$ cat src/rtl/usb_rx_decoder.sv
// USB receive bit-level front end: NRZI decode, bit unstuffing, SYNC hunt,
// PID assembly and check, data byte deserialisation and EOP detection.
// All outputs are registered; pulses are high for the clk cycle following
// the posedge on which the completing bit sample was taken.
module usb_rx_decoder #(
  parameter int STUFF_LEN    = 6,
  parameter int EOP_SE0_BITS = 2
) (
  input  logic       clk,
  input  logic       rst,
  input  logic       sample,
  input  logic       rx_en,
  input  logic       dp,
  input  logic       dm,
  output logic       valid_sync,
  output logic [3:0] pid,
  output logic       pid_valid,
  output logic       pid_err,
  output logic [7:0] data,
  output logic       byte_valid,
  output logic       eop,
  output logic       stuff_err,
  output logic       align_err
);

  localparam int ONES_W = $clog2(STUFF_LEN + 1);
  localparam int SE0_W  = $clog2(EOP_SE0_BITS + 2);

  localparam logic [ONES_W-1:0] STUFF_MAX = ONES_W'(STUFF_LEN);
  localparam logic [SE0_W-1:0]  SE0_MIN   = SE0_W'(EOP_SE0_BITS);
  localparam logic [SE0_W-1:0]  SE0_LIMIT = SE0_W'(EOP_SE0_BITS + 1);

  typedef enum logic [2:0] {
    IDLE = 3'd0,
    HUNT = 3'd1,
    PID  = 3'd2,
    DATA = 3'd3,
    EOP  = 3'd4
  } state_t;

  state_t             state, state_n;
  logic               prev_j, prev_n;        // previous J/K line state, 1 = J
  logic [7:0]         hist, hist_n;          // decoded-bit history while hunting
  logic [2:0]         hist_cnt, hist_cnt_n;  // bits seen in HUNT, saturates at 7
  logic [ONES_W-1:0]  ones, ones_n;
  logic [7:0]         shreg, shreg_n;
  logic [2:0]         bit_cnt, bit_cnt_n;
  logic [SE0_W-1:0]   se0_cnt, se0_n;
  logic [3:0]         pid_n;
  logic [7:0]         data_n;
  logic               sync_n, pid_valid_n, pid_err_n, byte_valid_n;
  logic               eop_n, stuff_err_n, align_err_n;

  logic               line_se0;
  logic               dec_bit;
  logic               fwd;
  logic               go_hunt;
  logic [7:0]         sh;

  // SE1 is folded into SE0; otherwise dp alone tells J from K
  assign line_se0 = (dp == dm);
  assign dec_bit  = (dp == prev_j);

  // PID byte is valid when the upper nibble is the complement of the lower
  function automatic logic pid_ok(input logic [7:0] b);
    return (b[7:4] == ~b[3:0]);
  endfunction

  // Next-state logic for the whole receive path, one step per bit strobe
  always_comb begin
    state_n      = state;
    prev_n       = prev_j;
    hist_n       = hist;
    hist_cnt_n   = hist_cnt;
    ones_n       = ones;
    shreg_n      = shreg;
    bit_cnt_n    = bit_cnt;
    se0_n        = se0_cnt;
    pid_n        = pid;
    data_n       = data;
    sync_n       = 1'b0;
    pid_valid_n  = 1'b0;
    pid_err_n    = 1'b0;
    byte_valid_n = 1'b0;
    eop_n        = 1'b0;
    stuff_err_n  = 1'b0;
    align_err_n  = 1'b0;
    fwd          = 1'b0;
    go_hunt      = 1'b0;
    sh           = shreg;

    if (!rx_en) begin
      state_n    = IDLE;
      prev_n     = 1'b1;
      hist_n     = '0;
      hist_cnt_n = '0;
      ones_n     = '0;
      shreg_n    = '0;
      bit_cnt_n  = '0;
      se0_n      = '0;
    end else if (sample) begin
      unique case (state)
        IDLE: state_n = HUNT;
        HUNT: begin
          if (!line_se0) begin
            prev_n = dp;
            hist_n = {hist[6:0], dec_bit};
            if (hist_cnt != 3'd7) hist_cnt_n = hist_cnt + 3'd1;
            if (hist_cnt == 3'd7 && hist_n == 8'h01) begin
              sync_n    = 1'b1;
              state_n   = PID;
              ones_n    = '0;
              shreg_n   = '0;
              bit_cnt_n = '0;
            end
          end
        end
        PID, DATA: begin
          if (line_se0) begin
            if (state == PID) begin
              pid_err_n = 1'b1;
              go_hunt   = 1'b1;
            end else begin
              state_n = EOP;
              se0_n   = SE0_W'(1);
            end
          end else begin
            prev_n = dp;
            if (ones == STUFF_MAX) begin
              // this bit must be a stuffed 0 and is never forwarded
              if (dec_bit) begin
                stuff_err_n = 1'b1;
                go_hunt     = 1'b1;
              end else begin
                ones_n = '0;
              end
            end else begin
              ones_n = dec_bit ? ones + ONES_W'(1) : '0;
              fwd    = 1'b1;
            end
          end
        end
        EOP: begin
          if (line_se0) begin
            if (se0_cnt == SE0_LIMIT) go_hunt = 1'b1;
            else                      se0_n   = se0_cnt + SE0_W'(1);
          end else if (dp && se0_cnt >= SE0_MIN) begin
            eop_n       = 1'b1;
            align_err_n = (bit_cnt != 3'd0);
            go_hunt     = 1'b1;
          end else begin
            go_hunt = 1'b1;
          end
        end
        default: go_hunt = 1'b1;
      endcase

      if (fwd) begin
        sh        = {dec_bit, shreg[7:1]};
        shreg_n   = sh;
        bit_cnt_n = bit_cnt + 3'd1;
        if (bit_cnt == 3'd7) begin
          if (state == PID) begin
            if (pid_ok(sh)) begin
              pid_n       = sh[3:0];
              pid_valid_n = 1'b1;
              state_n     = DATA;
              shreg_n     = '0;
              bit_cnt_n   = '0;
            end else begin
              pid_err_n = 1'b1;
              go_hunt   = 1'b1;
            end
          end else begin
            data_n       = sh;
            byte_valid_n = 1'b1;
          end
        end
      end

      if (go_hunt) begin
        state_n    = HUNT;
        prev_n     = 1'b1;
        hist_n     = '0;
        hist_cnt_n = '0;
        ones_n     = '0;
        shreg_n    = '0;
        bit_cnt_n  = '0;
        se0_n      = '0;
      end
    end
  end

  // State and registered outputs
  always_ff @(posedge clk) begin
    if (rst) begin
      state      <= IDLE;
      prev_j     <= 1'b1;
      hist       <= '0;
      hist_cnt   <= '0;
      ones       <= '0;
      shreg      <= '0;
      bit_cnt    <= '0;
      se0_cnt    <= '0;
      pid        <= '0;
      data       <= '0;
      valid_sync <= 1'b0;
      pid_valid  <= 1'b0;
      pid_err    <= 1'b0;
      byte_valid <= 1'b0;
      eop        <= 1'b0;
      stuff_err  <= 1'b0;
      align_err  <= 1'b0;
    end else begin
      state      <= state_n;
      prev_j     <= prev_n;
      hist       <= hist_n;
      hist_cnt   <= hist_cnt_n;
      ones       <= ones_n;
      shreg      <= shreg_n;
      bit_cnt    <= bit_cnt_n;
      se0_cnt    <= se0_n;
      pid        <= pid_n;
      data       <= data_n;
      valid_sync <= sync_n;
      pid_valid  <= pid_valid_n;
      pid_err    <= pid_err_n;
      byte_valid <= byte_valid_n;
      eop        <= eop_n;
      stuff_err  <= stuff_err_n;
      align_err  <= align_err_n;
    end
  end

endmodule

$ cat config.mk
export PLATFORM = sky130hd
export DESIGN_NAME = usb_rx_decoder
export DESIGN_NICKNAME = d
export VERILOG_FILES = /design/src/rtl/usb_rx_decoder.sv
export SDC_FILE = /design/constraint.sdc
export NUM_CORES = 1
export LEC_CHECK = 0
export ABC_AREA = 1
export CAP_MARGIN = 20
export CORE_ASPECT_RATIO = 0.5
export CORE_MARGIN = 10
export CORE_UTILIZATION = 30
export CTS_CLUSTER_SIZE = 25
export DETAILED_ROUTE_END_ITERATION = 6
export GPL_TIMING_DRIVEN = 0
export REMOVE_ABC_BUFFERS = 1
export SLEW_MARGIN = 0
export SYNTH_ARGS = -nofsm -noshare
export SYNTH_HDL_FRONTEND = slang
export SYNTH_SLANG_ARGS = --single-unit
export TNS_END_PERCENT = 100
$ cat constraint.sdc
create_clock -name clk -period 3.2 [get_ports clk]
set_clock_uncertainty 0.1 [all_clocks]
set_input_delay 0.64 -clock clk [delete_from_list [all_inputs] [get_ports clk]]
set_output_delay 0.64 -clock clk [all_outputs]
set_load 0.02 [all_outputs]
==> impl_results.md, run 1 <==
* Crit Path Max Fanout at 12
* DRC violations left at 0
* Final hold slack at 0.356 ns
* Status: finished, final reports clean
* Most instantiated cells after synthesis: nand2_1 (94), nor2_1 (77), dfxtp_1 (48), inv_1 (32), nand3_1 (23)
* CP endpoint kind: flip-flop
* Initial antenna violation count at 0
* Avg Inst Size Synth at 6.84 sq um
* Post-Route M1 WL at 2860 microns
* H-tree depth at 2
* Yosys Warn Count at 0
* Ys async rst share at 0
* Ys flop type: dfxtp_1
* Dpl cells at 496
* DRT Pass-1 Iters at 4
* Layout Nets at 406
* Skew-Pair Late Insertion Delay at 0.29 ns
* CTS tree: yes
* Class of the most critical hold timing path: flip-flop to flip-flop
* Number of flops mapped to enable cells by yosys at 0
* P_leak at 1.20 nW
* Worst path required time at 3.27 ns
* Worst setup margin at 0.268 ns
* IO Pins at 25
* Period minus WS final at 2.93 ns
* Top cells by area, synth: dfxtp_1 (38%), nand2_1 (14%), nor2_1 (11%)
* Share of the synthesized area in the top cell type at 0.382
* RSZ-0062 raised after global routing: false
* Via count at 2226
* Max layer used: met4
* Critical path arrival at 3.00 ns
* DR iter-0 viols at 146
* Sequential element share of the synthesized area at 0.382
* Fmax at 0.341 GHz
* Setup TNS at 0 ns
* # Post-CTS Setup Buffers at 0
* DRT Wirelength at 5660 microns
* Pwr dens at 417 nW/um^2
* Die width at 150 microns
* Starting density of the core at 0.311
* Post-synthesis cell area at 2520 sq um
* Largest net degree at the start of global routing at 23
* Met2 wire length at 2420 microns
* Routed wl met3 at 281 microns
* Most numerous cell in the Yosys netlist: nand2_1
* CTS Hold Bufs at 0
* Hold Violations, Final at 0
* Worst Path Class, Setup: primary input to flip-flop
* Syn-to-layout area delta at 19.8%
* Clock Sinks at 48
* Fillers at 863
* Slowest cell on crit path: clkdlybuf4s50_1
* Worst path most repeated cell: nand2_2
* Synth area leader: dfxtp_1
* DR WL/cell at 11.2 microns
* CP max stage delay at 0.59 ns
* Fin. max-slew vios at 0
* Die H at 84.8 microns
* TritonCTS buffer count at 5
* Pre-CTS setup slack at -0.0535 ns
* Via density at 4.42
* Worst-path clk slew at 0.07 ns
* Global-route wire length before repair at 9800 microns
* Final cell count without fillers at 504
* Maximum clock insertion buffer count at 2
* DP HPWL at 4210 microns
* Synth Instances at 368
* Synth cell types at 33
* Grt ovf at 0
* Final Power at 1.26 mW
* Vias in the first global route at 2117
* Core area at 8090 sq um
* Clk root buf: clkbuf_16
* Max Cap Viol at 0
* Critical-path cell list: clkdlybuf4s50_1 -> nand2_1 -> nand2_4 -> nand2_2 -> nor2_2 -> nand2_2 -> nand2_2 -> clkinvlp_4 -> nand2_1 -> nand2_2 -> nand2_1 -> a21oi_1
* Worst setup SP type: primary input
* Delay-heaviest family, CP: simple AND/OR/NAND/NOR gates
* Final GP Congestion at 0.840
* Layout cells sized above 1 at 0.107
* Worst vdd ir at 0.234 mV
* Buffers on Ports at 24
* Buf/Inv on CP at 2
* Gr usage total at 0.0923
* Die area at 12700 sq um
* Max-slew headroom at 0.401
* ANT nets after route at 0
* Final worst-path cycle share at 0.916
* Worst Max-Slew Pin Slew at 0.897 ns
* Antenna Cells at 0
* Yosys reg bits at 48
* Finish-stage setup viols at 0
* Placement Rows at 23
==> path summary, 6_finish.rpt <==
check        depth (start not counted)     from      end  slack (ns)
min                                  2   pid[1]   pid[1]        0.36
max                                 12       dp  ones[2]        0.27
min reg2reg                          2   pid[1]   pid[1]        0.36
max reg2reg                         12  ones[0]  ones[2]        0.73
==> sequential cells by signal (all words and copies together), names as in the netlist, 2 cells and up <==
| name | cells |
|---|---|
| state | 3 |
| data | 8 |
| hist | 7 |
| bit_cnt | 3 |
| pid | 4 |
| shreg | 7 |
| hist_cnt | 3 |
| ones | 3 |
| se0_cnt | 2 |
==> kinds of logic (layout without fill, tap and decap cells) <==
logic type / Yosys count / after routing / share of synthesized area
AOI/OAI and AO/OA: 37 / 37 / 0.0934
xor gates and xnor gates: 2 / 2 / 0.00696
adders and majority gates: 9 / 9 / 0.0447
buffers and inverters: 46 / 70 / 0.0795
DFF: 48 / 48 / 0.382
and+or+nand+nor: 226 / 226 / 0.394
==> per-layer routing <==
| metal | track usage | vias up |
|---|---|---|
| met5 | 0 | - |
| met4 | 0.0292 | 0 |
| met3 | 0.0230 | 8 |
| met2 | 0.151 | 35 |
| met1 | 0.116 | 978 |
| li1 | - | 1205 |
==> metrics by stage <==
stage          utilization  instance area, sq um
6_report             0.373                  3020
3_5_place_dp         0.352                  2850
4_1_cts              0.373                  3010
5_1_grt              0.373                  3020
3_3_place_gp         0.352                  2840
2_1_floorplan            -                  2460
==> timing repair <==
action	in CTS	in global routing
setup endpoints to repair	0	1
hold endpoints to repair	0	0
resized for setup	0	1
==> worst min-delay path, delay by kind of cell, from the launching register on <==
family	cells	cell delay, ns
flops	1	0.31
compound gates	1	0.05
buf+inv	1	0.05
==> power breakdown <==
part           leakage [nW]  switching [mW]  internal (mW)
Clock                0.0798           0.225          0.367
Combinational         0.732          0.0460         0.0192
Sequential            0.387         0.00175          0.599
Total                  1.20           0.273          0.985
==> cell type report <==
cell class	count	area [sq um]	share of cell area
tap	112	140	0.0465
timing repair buffer	24	240	0.0796
multi-input combinational	274	1360	0.450
clock inverter	3	42.5	0.0141
inverter	38	149	0.0494
sequential	48	961	0.319
clock buffer	5	125	0.0415
==> cell usage in the layout, fill, tap and decap left out <==
master / synthesis / final
nand2_2: 15 / 15
xor2_1: 2 / 2
a21oi_1: 16 / 16
nand3_2: 1 / 1
clkinv_2: 0 / 1
nand4_1: 3 / 3
nand2_1: 94 / 94
a21oi_4: 1 / 1
nor2_1: 77 / 76
nand3b_1: 1 / 1
nor2_4: 3 / 3
a22oi_1: 1 / 1
o211ai_1: 1 / 1
nand3_1: 23 / 23
ha_1: 9 / 9
inv_1: 32 / 31
a211oi_1: 9 / 9
clkbuf_16: 0 / 5
o31ai_1: 2 / 2
nor3_1: 1 / 1
bufinv_16: 0 / 1
nor4_1: 1 / 1
a21oi_2: 1 / 1
nor2_2: 3 / 4
and2_1: 1 / 1
inv_4: 1 / 1
o21a_1: 1 / 1
inv_2: 4 / 4
clkinvlp_4: 0 / 2
clkdlybuf4s50_1: 0 / 24
o21ai_0: 5 / 5
clkinv_1: 1 / 1
nand2_4: 3 / 3
dfxtp_1: 48 / 48
(Power assumes the default switching activity.)
==> inputs of run 2 (changes only) <==
--- a/config.mk
+++ b/config.mk
@@ -9,10 +9,12 @@
 export CAP_MARGIN = 20
 export CORE_ASPECT_RATIO = 0.5
 export CORE_MARGIN = 10
-export CORE_UTILIZATION = 30
+export CORE_UTILIZATION = 51
 export CTS_CLUSTER_SIZE = 25
 export DETAILED_ROUTE_END_ITERATION = 6
 export GPL_TIMING_DRIVEN = 0
+export PLACE_DENSITY = 0.73
+export RECOVER_POWER = 50
 export REMOVE_ABC_BUFFERS = 1
 export SLEW_MARGIN = 0
 export SYNTH_ARGS = -nofsm -noshare
==> impl_results.md, run 2 (synthesis gave the netlist of run 1 again) <==
* Fin. max-slew vios at 0 (unchanged)
* Skew-Pair Late Insertion Delay at 0.30 ns (about the same)
* Max-slew headroom at 0.348 (-0.0530)
* # Post-CTS Setup Buffers at 0 (unchanged)
* Final Core Density at 0.633 (+0.260)
* Die H at 69.7 microns (-18%)
* Max Cap Viol at 0 (unchanged)
* Cts repair resizes at 0 (unchanged)
* Register with the most flip-flops: data
* DP HPWL at 4300 microns (+2.2%)
* Die width at 119 microns (-20%)
* Die area at 8320 sq um (-34%)
* Worst Max-Slew Pin Slew at 0.977 ns (+0.0794 ns)
* DR iter-0 viols at 110 (-25%)
* ANT nets after route at 0 (unchanged)
* Worst R2R Path Depth at 13 (+1)
* Status: finished, final reports clean
* Grt ovf at 0 (unchanged)
* Setup TNS at 0 ns (unchanged)
* Worst path required time at 3.32 ns (+0.05 ns)
* Global-route wire length before repair at 9630 microns (-1.8%)
* Antenna Cells at 0 (unchanged)
* CTS Hold Bufs at 0 (unchanged)
* Final worst-path cycle share at 0.908 (-0.00870)
* Via density at 4.98 (+13%)
* DRC violations left at 0 (unchanged)
* Final GP Congestion at 0.936 (+11%)
* Syn-to-layout area delta at 14.9%
* Worst-path clk slew at 0.09 ns (+0.02 ns)
* Buffers on Ports at 24 (unchanged)
* Commonest cells after routing, fill and taps aside: nand2_1 (95), nor2_1 (76), dfxtp_1 (48)
* Clk root buf: clkbuf_8
* Final Power at 1.10 mW (-13%)
* Max reg flops at 8 (unchanged)
* Layout cells sized above 1 at 0.0969 (-0.0102)
* Critical path arrival at 3.03 ns (+0.03 ns)
* TritonCTS buffer count at 5 (unchanged)
* Vias in the first global route at 2121 (+0.19%)
* Placement Rows at 17 (-26%)
* Fillers at 422 (-51%)
* Clock Sinks at 48 (unchanged)
* Class of the most critical hold timing path: flip-flop to flip-flop
* Pre-CTS setup slack at 0.0434 ns (+0.0968 ns)
* Worst setup SP type: primary input
* IO Pins at 25 (unchanged)
* Worst setup margin at 0.296 ns (+0.0278 ns)
* Commonest non-fill, non-tap cell in the layout: nand2_1
* Layout Nets at 406 (unchanged)
* Period minus WS final at 2.90 ns (-0.0278 ns)
* Regs by FF count: data (8), hist (7), shreg (7)
* P_leak at 1.24 nW (+3.7%)
* DRT Pass-1 Iters at 5 (+1)
* Pwr dens at 381 nW/um^2 (-8.8%)
* WHS Path Cells at 2 (unchanged)
* Hold Violations, Final at 0 (unchanged)
* CP endpoint kind: flip-flop
* Crit Path Max Fanout at 12 (unchanged)
* DR WL/cell at 12.3 microns (+9.1%)
* Finish-stage setup viols at 0 (unchanged)
* Fmax at 0.344 GHz (+0.96%)
* Gr usage total at 0.134 (+0.0422)
* Initial antenna violation count at 0 (unchanged)
* Worst Path Class, Setup: primary input to flip-flop
* Starting density of the core at 0.550 (+0.239)
* Maximum clock insertion buffer count at 2 (unchanged)
* Worst vdd ir at 0.213 mV (-8.6%)
* CTS tree: yes
* DRT Wirelength at 5610 microns (-0.87%)
* H-tree depth at 2 (unchanged)
* Largest net degree at the start of global routing at 23 (unchanged)
* Via count at 2283 (+2.6%)
* Core area at 4570 sq um (-43%)
* RSZ-0062 raised after global routing: false
==> run 2: cell types whose count changed in the layout (fill, tap and decap cells not counted) <==
cell	before	now
inv_1	31	33
nand2_1	94	95
inv_2	4	3
dlygate4sd3_1	0	20
clkbuf_16	5	0
clkdlybuf4s50_1	24	4
clkbuf_8	0	5
nand2_2	15	14
clkinvlp_4	2	0
clkbuf_1	0	1
==> run 2: layer usage <==
metal	routed length, microns	up-vias	GRT usage
met5	0	-	0
met4	14	0	0.0197
met3	231	2	0.0364
met2	2570	35	0.217
met1	2790	1037	0.178
li1	-	1209	-
==> run 2: worst paths after layout <==
check	startpoint	slack [ns]	endpoint
max	dp	0.30	ones[1]
min	pid[1]	0.36	pid[1]
max reg2reg	ones[0]	0.76	ones[1]
min reg2reg	pid[1]	0.36	pid[1]
==> run 2: report_power, final <==
| part | internal (mW) | switching [mW] | leakage (nW) |
|---|---|---|---|
| clock | 0.232 | 0.203 | 0.0552 |
| sequential | 0.599 | 0.00179 | 0.387 |
| combinational | 0.0189 | 0.0459 | 0.801 |
==> run 2: per-stage QoR <==
stage / instance area [sq um] / cells / hold slack [ns]
6_report: 2890 / 458 / 0.356
5_1_grt: 2890 / 458 / 0.381
4_1_cts: 2900 / 458 / 0.364
3_5_place_dp: 2790 / 450 / 0.348
3_3_place_gp: 2790 / 450 / 0.343
2_1_floorplan: 2460 / 360 / 0.356
==> run 2: cell type report <==
type | count | area, sq um | share of cell area
Clock buffer | 6 | 72.6 | 0.0251
Tap cell | 66 | 82.6 | 0.0285
Inverter | 38 | 145 | 0.0502
Multi-Input combinational cell | 274 | 1360 | 0.469
Sequential cell | 48 | 961 | 0.332
Timing Repair Buffer | 24 | 240 | 0.0830
Clock inverter | 2 | 35.0 | 0.0121
==> run 2: critical path, stage by stage <==
cell and delay [ns]:
clkdlybuf4s50_1 0.58, inv_1 0.12, nand2_2 0.11, nand3_1 0.07
nand2_1 0.10, nand3_1 0.18, nand2_2 0.16, nand2_2 0.23
inv_1 0.37, nand2_1 0.18, nand2_2 0.12, nand2_1 0.06
a21oi_1 0.11
==> inputs of run 3 (changes only) <==
--- a/config.mk
+++ b/config.mk
@@ -6,7 +6,6 @@
 export NUM_CORES = 1
 export LEC_CHECK = 0
 export ABC_AREA = 1
-export CAP_MARGIN = 20
 export CORE_ASPECT_RATIO = 0.5
 export CORE_MARGIN = 10
 export CORE_UTILIZATION = 51
==> results of run 3 <==
The final DEF is identical to that of run 2; final timing and power are the same.
